**config.mk**
```make
export PLATFORM = sky130hd
export DESIGN_NAME = pipeline_reg_de
export DESIGN_NICKNAME = d
export VERILOG_FILES = /design/src/rtl/pipeline_reg_de.sv
export SDC_FILE = /design/constraint.sdc
export NUM_CORES = 1
export LEC_CHECK = 0
export BUFFER_PORTS_ARGS = -buffer_cell sky130_fd_sc_hd__buf_2
export CAP_MARGIN = 5
export CORE_AREA = 5 5 151 153
export DETAILED_ROUTE_END_ITERATION = 12
export DIE_AREA = 0 0 156 158
export GPL_TIMING_DRIVEN = 0
export PLACE_DENSITY = 0.65
export REMOVE_ABC_BUFFERS = 1
export SETUP_SLACK_MARGIN = 0.5
export SKIP_CTS_REPAIR_TIMING = 1
export SYNTH_ARGS = -nofsm -noshare
export SYNTH_HDL_FRONTEND = slang
export SYNTH_SLANG_ARGS = --single-unit
```
**constraint.sdc**
```tcl
create_clock -name iClk -period 2.05 [get_ports iClk]
set_clock_uncertainty 0.1 [all_clocks]
set_input_delay 0.1025 -clock iClk [delete_from_list [all_inputs] [get_ports iClk]]
set_output_delay 0.1025 -clock iClk [all_outputs]
set_load 0.1 [all_outputs]
```
**src/rtl/pipeline_reg_de.sv**
```systemverilog
// rtl/pipeline_reg_de.sv - decode-to-execute pipeline register with writeback bypass and load-use bubble
// Optional bubble counter enabled by macro PIPE_DE_BUBBLE_CNT_EN.
module pipeline_reg_de #(
    parameter int DATA_WIDTH    = 32,
    parameter int ADDRESS_WIDTH = 5,
    parameter int CTRL_WIDTH    = 16
) (
    input  logic                     iClk,
    input  logic                     iRstN,
    input  logic                     iValidD,
    input  logic [DATA_WIDTH-1:0]    iPCD,
    input  logic [ADDRESS_WIDTH-1:0] iRs1AddrD,
    input  logic [ADDRESS_WIDTH-1:0] iRs2AddrD,
    input  logic [ADDRESS_WIDTH-1:0] iRdAddrD,
    input  logic [DATA_WIDTH-1:0]    iRegData1D,
    input  logic [DATA_WIDTH-1:0]    iRegData2D,
    input  logic [DATA_WIDTH-1:0]    iImmD,
    input  logic [CTRL_WIDTH-1:0]    iCtrlD,
    input  logic                     iWbWriteEn,
    input  logic [ADDRESS_WIDTH-1:0] iWbAddr,
    input  logic [DATA_WIDTH-1:0]    iWbData,
    input  logic                     iStallE,
    input  logic                     iFlush,
    output logic                     oValidE,
    output logic [DATA_WIDTH-1:0]    oPCE,
    output logic [ADDRESS_WIDTH-1:0] oRs1AddrE,
    output logic [ADDRESS_WIDTH-1:0] oRs2AddrE,
    output logic [ADDRESS_WIDTH-1:0] oRdAddrE,
    output logic [DATA_WIDTH-1:0]    oRegData1E,
    output logic [DATA_WIDTH-1:0]    oRegData2E,
    output logic [DATA_WIDTH-1:0]    oImmE,
    output logic [CTRL_WIDTH-1:0]    oCtrlE,
    output logic                     oStallFD,
    output logic [31:0]              oBubbleCount
);

    logic                     r_valid_e;
    logic [DATA_WIDTH-1:0]    r_pc_e;
    logic [ADDRESS_WIDTH-1:0] r_rs1_e;
    logic [ADDRESS_WIDTH-1:0] r_rs2_e;
    logic [ADDRESS_WIDTH-1:0] r_rd_e;
    logic [DATA_WIDTH-1:0]    r_data1_e;
    logic [DATA_WIDTH-1:0]    r_data2_e;
    logic [DATA_WIDTH-1:0]    r_imm_e;
    logic [CTRL_WIDTH-1:0]    r_ctrl_e;

    logic                     w_hazard;
    logic                     w_bubble;
    logic [DATA_WIDTH-1:0]    w_data1;
    logic [DATA_WIDTH-1:0]    w_data2;

    // Load in E whose destination feeds the instruction waiting in D.
    always_comb begin
        w_hazard = r_valid_e & r_ctrl_e[1] & (r_rd_e != '0) & iValidD &
                   ((r_rd_e == iRs1AddrD) | (r_rd_e == iRs2AddrD));
    end

    always_comb begin
        w_data1 = iRegData1D;
        if (iRs1AddrD == '0)
            w_data1 = '0;
        else if (iWbWriteEn && (iWbAddr == iRs1AddrD))
            w_data1 = iWbData;
    end

    always_comb begin
        w_data2 = iRegData2D;
        if (iRs2AddrD == '0)
            w_data2 = '0;
        else if (iWbWriteEn && (iWbAddr == iRs2AddrD))
            w_data2 = iWbData;
    end

    assign w_bubble = iFlush | (~iStallE & w_hazard);
    assign oStallFD = (w_hazard | iStallE) & ~iFlush;

    always_ff @(posedge iClk) begin
        if (!iRstN || w_bubble) begin
            r_valid_e <= 1'b0;
            r_pc_e    <= '0;
            r_rs1_e   <= '0;
            r_rs2_e   <= '0;
            r_rd_e    <= '0;
            r_data1_e <= '0;
            r_data2_e <= '0;
            r_imm_e   <= '0;
            r_ctrl_e  <= '0;
        end else if (!iStallE) begin
            r_valid_e <= iValidD;
            r_pc_e    <= iPCD;
            r_rs1_e   <= iRs1AddrD;
            r_rs2_e   <= iRs2AddrD;
            r_rd_e    <= iRdAddrD;
            r_data1_e <= w_data1;
            r_data2_e <= w_data2;
            r_imm_e   <= iImmD;
            r_ctrl_e  <= iValidD ? iCtrlD : '0;
        end
    end

`ifdef PIPE_DE_BUBBLE_CNT_EN
    logic [31:0] r_bubble_count;

    // Only bubbles that displace a real instruction are counted; saturates.
    always_ff @(posedge iClk) begin
        if (!iRstN)
            r_bubble_count <= '0;
        else if (w_bubble && iValidD && (r_bubble_count != 32'hFFFF_FFFF))
            r_bubble_count <= r_bubble_count + 32'd1;
    end

    assign oBubbleCount = r_bubble_count;
`else
    assign oBubbleCount = '0;
`endif

    assign oValidE    = r_valid_e;
    assign oPCE       = r_pc_e;
    assign oRs1AddrE  = r_rs1_e;
    assign oRs2AddrE  = r_rs2_e;
    assign oRdAddrE   = r_rd_e;
    assign oRegData1E = r_data1_e;
    assign oRegData2E = r_data2_e;
    assign oImmE      = r_imm_e;
    assign oCtrlE     = r_ctrl_e;

endmodule

```
==> impl_metrics.json, run 1 <==
{
  "place.port_buffers": 362,
  "die_area_mm2": 0.0246,
  "drive_above_1_share_pct": 41.3,
  "critPathTopFamily": "simple AND/OR/NAND/NOR gates",
  "vdd_ir_drop_max_mv": 0.482,
  "fin_crit_ns": 2.50,
  "cts-htree-levels": 4,
  "synth-seq-cells": 160,
  "nets": 1500,
  "synth_top_area_share_pct": 42.2,
  "grt_max_degree": 84,
  "worst_pin_slew_ns": 1.28,
  "yosysSeqAreaShare_pct": 42.2,
  "crit_path_top_delay_cell": "or4_4",
  "cp-start-kind": "flop",
  "pwr_density_cell_mw_per_mm2": 706,
  "antenna_cells": 0,
  "antenna_found_initial": 0,
  "yosys_warnings": 0,
  "start_util_pct": 35.5,
  "grt_pass1_vias": 6984,
  "violations": "hold timing, setup timing",
  "fin_tns_setup_ns": -21.73,
  "fin_area_mm2": 0.0123,
  "drc": 0,
  "fin_ws_ns": -0.446,
  "clockBufferDepth": 2,
  "core-area_mm2": 0.0214,
  "synth_area_mm2": 0.00759,
  "drv_cap": 0,
  "fin_hold_ws_ns": -0.0178,
  "drt_pass1_iterations": 5,
  "numCtsBuffers": 17,
  "reg2reg_depth": 7,
  "vias_per_cell": 5.21,
  "crit_type": "reg -> out",
  "p_leak_nw": 5.08,
  "min_from": "iRegData2D[23]",
  "cpPeakStageDelay_ns": 0.55,
  "cp-end-kind": "primary output",
  "grt_pass1_wl_mm": 38.2,
  "drt-initial-drc-count": 512,
  "dr_total_vias": 8284,
  "slew_headroom_pct": 14.7,
  "ios": 395,
  "status": "finished, violations left",
  "maxClockFrequency_mhz": 401,
  "num_rows": 54,
  "synth_area_leaders": "dfxtp_1 42%, o32ai_2 13%, o211ai_1 9.4%, mux2i_1 8.4%, nand2_1 7.9%",
  "globalplace.congestion": 0.809,
  "setup-violations-final": 120,
  "wl_per_cell_um": 19.0,
  "grt_usage_pct": 19.2,
  "required_ns": 1.85,
  "crit_top_cell": "buf_12",
  "fillers": 1736,
  "yosysTopAreaCell": "dfxtp_1",
  "worst-path-buf-inv": 3,
  "placed_cell_area_mm2": 0.00959,
  "clk_latency_ns": 0.41,
  "grt-ovfl-total": 0,
  "dpl.hpwl_mm": 18.3,
  "r2r-start": "oRdAddrE[0]$_SDFFE_PP0N_",
  "die_y_um": 158,
  "crit_chain": "or4_4 > o2111ai_4 > buf_12 > buf_16 > o21ai_2 > nor2b_4 > buf_12",
  "ff2ff_setup_slack_ns": -0.28,
  "syn2layout_area_growth_pct": 61.8,
  "hold_end": "oRegData2E[23]$_SDFFE_PP0N_",
  "crit_arrival_ns": 2.29,
  "drt_wl_total_mm": 30.2,
  "synthDistinctLibCells": 27,
  "die_x_um": 156,
  "path_max_fanout": 7,
  "cts_tree": "built",
  "finalCoreUtilization_pct": 57.4,
  "netlist_instances": 801,
  "drv_slew": 0,
  "worstReg2RegEnd": "oRegData2E[0]$_SDFFE_PP0N_",
  "total_power_mw": 8.68,
  "avgSynthCellArea_um2": 9.48,
  "whs_path_depth": 3,
  "clk_pin_slew_ns": 0.06,
  "root_buffer": "clkbuf_16",
  "finalCritPeriodShare_pct": 122,
  "finalHoldViolations": 11,
  "ant_nets": 0,
  "min_path_type": "in -> reg",
  "clock-sinks": 160,
  "rsz0062_at_grt": "yes"
}
-- area by class of cell --
cell class | count | area, µm² | share of cell area (%)
Sequential cell | 160 | 3210 | 26.2
Clock buffer | 19 | 443 | 3.61
Timing Repair Buffer | 563 | 4010 | 32.6
Tap cell | 280 | 350 | 2.85
Multi-Input combinational cell | 555 | 4120 | 33.5
Clock inverter | 13 | 143 | 1.16
Inverter | 1 | 8.76 | 0.0713
-- state kept, by name (all words and copies together), names as in the netlist --
register,cells
oCtrlE,16
oImmE,32
oPCE,32
oRdAddrE,5
oRegData1E,32
oRegData2E,32
oRs1AddrE,5
oRs2AddrE,5
oValidE,1
-- worst max path at each step --
stage                                        start                         end  slack (ns)  cells past startpoint
after floorplan                             iFlush  oRegData2E[0]$_SDFFE_PP0N_       -4.69                      3
after global placement                      iFlush  oRegData2E[0]$_SDFFE_PP0N_       -7.56                      4
after detailed placement  oRdAddrE[0]$_SDFFE_PP0N_                    oStallFD       -0.99                      7
after CTS                 oRdAddrE[0]$_SDFFE_PP0N_                    oStallFD       -1.46                      7
after global routing      oRdAddrE[1]$_SDFFE_PP0N_                    oStallFD       -0.51                      7
final                     oRdAddrE[0]$_SDFFE_PP0N_                    oStallFD       -0.45                      7
-- cells by family (layout without fill, tap and decap cells) --
logic type                count (synthesis)  in the layout  share of synthesized area (%)
buffers and inverters                   120            596                           8.12
and+or+nand+nor                         175            175                           9.10
muxes                                    64             64                           8.44
DFF                                     160            160                           42.2
other                                     1             32                         0.0494
AOI/OAI and AO/OA                       261            264                           29.8
xor gates and xnor gates                 20             20                           2.31
-- tightest hold or removal path, cell delays in order --
cell and delay, ns:
buf_2 0.07, mux2i_1 0.08, o32ai_2 0.19
-- synth_stat cells --
library cell / instances
dfxtp_1: 160
nand2_1: 160
a21oi_1: 96
o211ai_1: 95
clkbuf_1: 66
mux2i_1: 64
o32ai_2: 60
buf_4: 41
xor2_1: 18
buf_2: 10
o32ai_1: 4
or4_1: 3
and3_1: 2
buf_1: 2
nand2b_1: 2
nor2_1: 2
nor2b_1: 2
nor3_1: 2
nor4_1: 2
o22ai_1: 2
xnor2_1: 2
a22oi_4: 1
conb_1: 1
inv_2: 1
o2111ai_2: 1
o21ai_0: 1
o21ai_1: 1
-- routing by layer --
layer / global-route usage (%) / up-vias / part of all wire, %
met1: 23.5 / 3941 / 38
met2: 32.0 / 430 / 50
met4: 6.34 / 0 / 2.4
met3: 6.23 / 49 / 9.0
li1: - / 3864 / -
met5: 0 / - / 0
-- cell usage in the layout (no fill, tap or decap), drive strengths merged, types with 3 or more instances in the layout --
cell type | synthesis | routed
dlygate4sd3 | 0 | 146
a22oi | 1 | 3
mux2i | 64 | 64
buf | 53 | 410
or4 | 3 | 3
xor2 | 18 | 18
o32ai | 64 | 64
conb | 1 | 32
clkbuf | 66 | 26
inv | 1 | 9
o211ai | 95 | 95
a21oi | 96 | 96
dfxtp | 160 | 160
nand2 | 160 | 160
-- stage by stage --
step / worst slack [ns] / instances / hold slack (ns)
floorplan: -4.69 / 713 / 0.139
global placement: -7.56 / 1355 / 0.278
detailed placement: -0.991 / 1367 / 0.285
CTS: -1.46 / 1399 / -0.179
global route: -0.510 / 1591 / -0.00170
finish: -0.446 / 1591 / -0.0178
-- where the power goes --
| part | internal (mW) | switching [mW] |
|---|---|---|
| combinational | 0.647 | 1.57 |
| clock | 1.76 | 1.43 |
| sequential | 3.21 | 0.0563 |
| total | 5.61 | 3.07 |
Note: power is estimated with default switching activity, not from simulation.
==> inputs of run 2 (changes only) <==
ABC_AREA = 1   (was unset)
CORE_AREA = 5 5 150 152   (was 5 5 151 153)
DIE_AREA = 0 0 155 157   (was 0 0 156 158)
PLACE_DENSITY = 0.67   (was 0.65)
==> run 2 against run 1 <==
Against the previous run: the run ends with hold timing left; critical path type is now reg -> reg; first-iteration DRC count is 4.1% lower; worst hold slack worse by 0.0078 ns; critical path depth grew 6; flip-flop and latch count did not move; sequential share of layout area increased by 0.76 points; highest routed layer unchanged; via count is 6.4% higher; synthesized area grew 1.6%; worst setup slack gained 0.57 ns; clock power shrank 1%.
==> impl_metrics.json, run 2 <==
{
  "synth_edf_count": 0,
  "grt_max_degree": 133,
  "core-area_mm2": 0.0209,
  "cts-htree-levels": 4,
  "globalplace.congestion": 0.843,
  "die_area_mm2": 0.0243,
  "drc": 0,
  "fillers": 1904,
  "fin_area_mm2": 0.0119,
  "maxClockFrequency_mhz": 520,
  "place.port_buffers": 362,
  "yosys_warnings": 0,
  "vdd_ir_drop_max_mv": 0.521,
  "total_power_mw": 8.79,
  "drv_slew": 0,
  "nets": 1775,
  "drive_above_1_share_pct": 29.9,
  "rsz0062_at_grt": "yes",
  "slew_headroom_pct": 20.6,
  "path_max_fanout": 8,
  "yosysMostFrequentCell": "nand2_1",
  "start_util_pct": 36.9,
  "ant_nets": 0,
  "cp-end-kind": "flop",
  "ys_top_cells_by_count": "237 x nand2_1, 188 x nor2_1, 171 x inv_1",
  "crit_type": "reg -> reg",
  "finalCritPeriodShare_pct": 93.8,
  "clk_pin_slew_ns": 0.07,
  "fin_hold_ws_ns": -0.0255,
  "dpl.hpwl_mm": 17.5,
  "grt_usage_pct": 19.2,
  "worst-path-buf-inv": 5,
  "crit_path_top_delay_cell": "dfxtp_4",
  "grt_pass1_vias": 7373,
  "critPathTopFamily": "simple AND/OR/NAND/NOR gates",
  "worst_pin_slew_ns": 1.19,
  "grt-ovfl-total": 0,
  "regArea_mm2": 0.00322,
  "async_flop_share_pct": 0,
  "fin_ws_ns": 0.126,
  "drv_cap": 0,
  "cts_tree": "built",
  "clk_latency_ns": 0.42,
  "whs_path_depth": 7,
  "root_buffer": "clkbuf_16",
  "ios": 395,
  "die_y_um": 157,
  "yosysTopAreaCell": "dfxtp_1",
  "cp-start-kind": "flop",
  "setup-violations-final": 0,
  "p_leak_nw": 6.67,
  "mostFrequentLayoutCells": "358 x buf_2, 234 x nand2_1, 174 x nor2_1",
  "yosysSeqAreaShare_pct": 41.5,
  "ys.flop_type": "dfxtp_1",
  "wl_per_cell_um": 16.7,
  "num_rows": 53,
  "cpPeakStageDelay_ns": 0.39,
  "synthDistinctLibCells": 22,
  "clockBufferDepth": 2,
  "drt_pass1_iterations": 5,
  "clock-sinks": 160,
  "required_ns": 2.25,
  "final_common_cell": "buf_2",
  "violations": "hold timing",
  "numCtsBuffers": 17,
  "synth_area_leaders": "dfxtp_1 42%, nand2_1 12%, nor2_1 9.1%, mux2i_1 8.9%, nand3_1 8.8%",
  "vias_per_cell": 4.73,
  "cp.depth": 13,
  "crit_arrival_ns": 2.13,
  "drt_wl_total_mm": 31.1,
  "antenna_found_initial": 1,
  "synth_area_mm2": 0.00772,
  "grt_pass1_wl_mm": 37.9,
  "synth_top_area_share_pct": 41.5,
  "die_x_um": 155,
  "crit_chain": "inv_4 > nand2_1 > nand2_1 > nor2_1 > nand3_1 > nand2_2 > buf_4 > nand3_4 > nand2_8 > buf_12 > buf_12 > buf_8 > nor2_1",
  "finalHoldViolations": 33,
  "multiInputGateArea_mm2": 0.00357,
  "synth-seq-cells": 160,
  "netlist_instances": 1114,
  "instances_no_fill": 1862,
  "placed_cell_area_mm2": 0.00958,
  "avgSynthCellArea_um2": 6.93,
  "status": "finished, violations left",
  "drt-initial-drc-count": 491,
  "fin_crit_ns": 1.92,
  "place_inst": 1692,
  "min_path_type": "in -> reg",
  "place_ws_ns": -0.304,
  "dr_total_vias": 8811,
  "reg2reg_depth": 13,
  "syn2layout_area_growth_pct": 54.8,
  "pwr_density_cell_mw_per_mm2": 736
}
[run 2: kinds of logic (layout without fill, tap and decap cells)]
logic type | count (synthesis) | after routing | share of synthesized area (%)
AOI/OAI and AO/OA | 34 | 34 | 2.72
DFF | 160 | 160 | 41.5
muxes | 69 | 69 | 8.95
and+or+nand+nor | 565 | 569 | 29.8
other | 1 | 33 | 0.0486
buffers and inverters | 278 | 715 | 16.2
xor gates and xnor gates | 7 | 7 | 0.794
[run 2: stage by stage]
stage          setup TNS, ns  hold slack (ns)  util (%)
3_3_place_gp         -598.40            0.245      45.2
4_1_cts               -10.55           -0.192      48.7
2_1_floorplan        -205.09            0.156         -
6_report                   0          -0.0255      57.2
3_5_place_dp          -11.25            0.253      45.9
5_1_grt                    0          0.00145      57.2
[run 2: path summary, 6_finish.rpt]
check                                          startpoint                           to  slack (ns)
worst max-delay path             oRdAddrE[2]$_SDFFE_PP0N_       oImmE[23]$_SDFFE_PP0N_        0.13
worst min-delay path                       iRegData1D[24]  oRegData1E[24]$_SDFFE_PP0N_       -0.03
worst max register to register   oRdAddrE[2]$_SDFFE_PP0N_       oImmE[23]$_SDFFE_PP0N_        0.13
worst min register to register  oRs1AddrE[2]$_SDFFE_PP0N_    oRs1AddrE[2]$_SDFFE_PP0N_        0.40
[run 2: worst reg2reg max path: stages, from the launching register on]
cell     delay [ns]
dfxtp_4        0.39
inv_4          0.04
nand2_1        0.06
nand2_1        0.05
nor2_1         0.11
nand3_1        0.10
nand2_2        0.11
buf_4          0.13
nand3_4        0.10
nand2_8        0.16
buf_12         0.17
buf_12         0.11
buf_8          0.12
nor2_1         0.05
[run 2: per-layer routing]
layer  vias to the layer above  share of wire (%)  track usage, %
li1                       4260                  -               -
met1                      4037                 37            23.2
met2                       454                 51            32.4
met3                        60                9.7            6.52
met4                         0                2.5            6.18
met5                         -                  0               0
[run 2: final cells by class]
class	count	share of cell area, %
well taps	275	2.88
clock buffers	18	3.68
clock inverters	14	1.22
diodes	1	0.0210
multi-input cells	711	29.9
flip-flops and latches	160	26.9
repair buffers	498	29.5
inverters	185	5.84
[run 2: power breakdown]
group          internal, mW  switching [mW]  total [mW]
registers              3.20          0.0542        3.26
logic                 0.674            1.70        2.37
clock network          1.66            1.50        3.16
==> inputs of run 3 (changes only) <==
CORE_AREA = 5 5 152 154   (was 5 5 150 152)
DIE_AREA = 0 0 157 159   (was 0 0 155 157)
PLACE_DENSITY = 0.63   (was 0.67)
SLEW_MARGIN = 5   (was unset)
clock period = 2.2 ns   (was 2.05 ns; I/O delays follow)
==> run 3 against run 2 <==
Against the previous run: the run ends with hold timing, capacitance limit, slew limit left; final area increased by 0.69%; utilization is 1.4 points lower; critical path depth down 6; power decreased by 7.1%; first-iteration DRC count down 11%; non-clock buffer count decreased by 1; sequential power decreased by 7.1%; die area rose by 2.6%; combinational power down 7%; largest power group unchanged.
==> impl_metrics.json, run 3 (synthesis results as in run 2) <==
{
  "root_buffer": "clkbuf_16",
  "drt_wl_total_mm": 31.7,
  "cp-start-kind": "flop",
  "place.port_buffers": 362,
  "required_ns": 1.99,
  "path_max_fanout": 4,
  "drv_slew": 9,
  "fin_hold_ws_ns": -0.0321,
  "grt_usage_pct": 19.3,
  "grt_pass1_wl_mm": 38.8,
  "mostFrequentLayoutCells": "360 x buf_2, 235 x nand2_1, 170 x inv_1",
  "antenna_found_initial": 0,
  "drt_pass1_iterations": 5,
  "switching_share_pct": 37.3,
  "vdd_ir_drop_max_mv": 0.478,
  "die_area_mm2": 0.0250,
  "cts-htree-levels": 4,
  "min_path_type": "in -> reg",
  "grt_max_degree": 102,
  "rsz0062_at_grt": "yes",
  "globalplace.congestion": 0.824,
  "drt-initial-drc-count": 437,
  "drive_above_1_share_pct": 30.6,
  "switchingPower_mw": 3.04,
  "die_y_um": 159,
  "place_inst": 1701,
  "clk_latency_ns": 0.42,
  "pwr-share-clk_pct": 35.8,
  "setup-violations-final": 0,
  "drv_cap": 1,
  "internal_power_mw": 5.13,
  "fin_tns_setup_ns": 0,
  "p_leak_nw": 6.67,
  "clockBufferDepth": 2,
  "power_frac_comb_pct": 27.1,
  "maxClockFrequency_mhz": 514,
  "instances_no_fill": 1869,
  "core-area_mm2": 0.0216,
  "fin_crit_ns": 1.94,
  "dr_total_vias": 8728,
  "total_power_mw": 8.17,
  "start_util_pct": 35.8,
  "ant_nets": 0,
  "die_x_um": 157,
  "slew_headroom_pct": -0.944,
  "crit_type": "reg -> out",
  "fillers": 2008,
  "fin_area_mm2": 0.0120,
  "violations": "hold timing, capacitance limit, slew limit",
  "cp-end-kind": "primary output",
  "p_seq_share_pct": 37.1,
  "grt_pass1_vias": 7384,
  "placed_cell_area_mm2": 0.00970,
  "final_common_cell": "buf_2",
  "clock-sinks": 160,
  "ios": 395,
  "crit_arrival_ns": 1.73,
  "finalCritPeriodShare_pct": 88.4,
  "cts_tree": "built",
  "clk_pin_slew_ns": 0.08,
  "pwr_density_cell_mw_per_mm2": 679,
  "syn2layout_area_growth_pct": 55.8,
  "nets": 1778,
  "grt-ovfl-total": 0,
  "vias_per_cell": 4.67,
  "status": "finished, violations left",
  "wl_per_cell_um": 16.9,
  "worst_pin_slew_ns": 1.51,
  "num_rows": 54,
  "antenna_cells": 0,
  "numCtsBuffers": 17,
  "drc": 0,
  "ff2ff_setup_slack_ns": 0.29,
  "finalHoldViolations": 37,
  "dpl.hpwl_mm": 18.4
}
[run 3: changes by cell type in the layout (fill, tap and decap cells not counted), moves of 3 or more]
cell        delta
clkinvlp_4     +4
nor2_2         +6
nor2_1         -8
nand2_4        +3
buf_16         +3
buf_8          -5
nand3_2        +3
buf_6          +4
[run 3: metal layers]
layer	wire (µm)	part of all wire (%)	track usage, %
met4	740	2.3	5.76
met1	12100	38	22.7
met5	0	0	0
met2	15900	50	33.0
met3	2860	9.0	6.80
[run 3: final cells by class]
cell class	instances	area (µm²)	area share (%)
Inverter	185	698	5.81
Clock buffer	18	429	3.57
Timing Repair inverter	1	7.51	0.0624
Multi-Input combinational cell	714	3660	30.4
Tap cell	280	350	2.91
Sequential cell	160	3220	26.8
Clock inverter	14	144	1.20
Timing Repair Buffer	497	3520	29.3
[run 3: final timing paths]
kind                                   from                    endpoint  depth (start not counted)
setup / recovery   oRdAddrE[0]$_SDFFE_PP0N_                    oStallFD                          7
hold / removal                iRegData2D[8]  oRegData2E[8]$_SDFFE_PP0N_                          7
setup reg to reg   oRdAddrE[0]$_SDFFE_PP0N_      oImmE[17]$_SDFFE_PP0N_                          9
hold reg to reg   oRs1AddrE[2]$_SDFFE_PP0N_   oRs1AddrE[2]$_SDFFE_PP0N_                          2
[run 3: critical path, cell delays in order, from the launching register on]
cell     delay [ns]
dfxtp_4        0.36
xor2_1         0.15
nor2_1         0.14
nand3_2        0.10
nand2_2        0.11
nand2_2        0.08
a21oi_4        0.18
buf_12         0.19
[run 3: power by group through the flow]
stage | clock (mW) | sequential (mW) | combinational [mW]
2_1_floorplan | 0 | 3.77 | 0.684
3_3_place_gp | 0 | 3.10 | 1.85
3_5_place_dp | 0 | 3.10 | 1.88
4_1_cts | 3.00 | 3.04 | 1.89
5_1_grt | 3.13 | 3.04 | 2.33
6_report | 2.92 | 3.03 | 2.21
[run 3: per-stage QoR]
stage	util, %	setup WS, ns
global route	55.8	0.148
detailed placement	45.0	-0.116
finish	55.8	0.256
CTS	47.7	-0.0332
global placement	43.8	-3.72
floorplan	-	-1.16
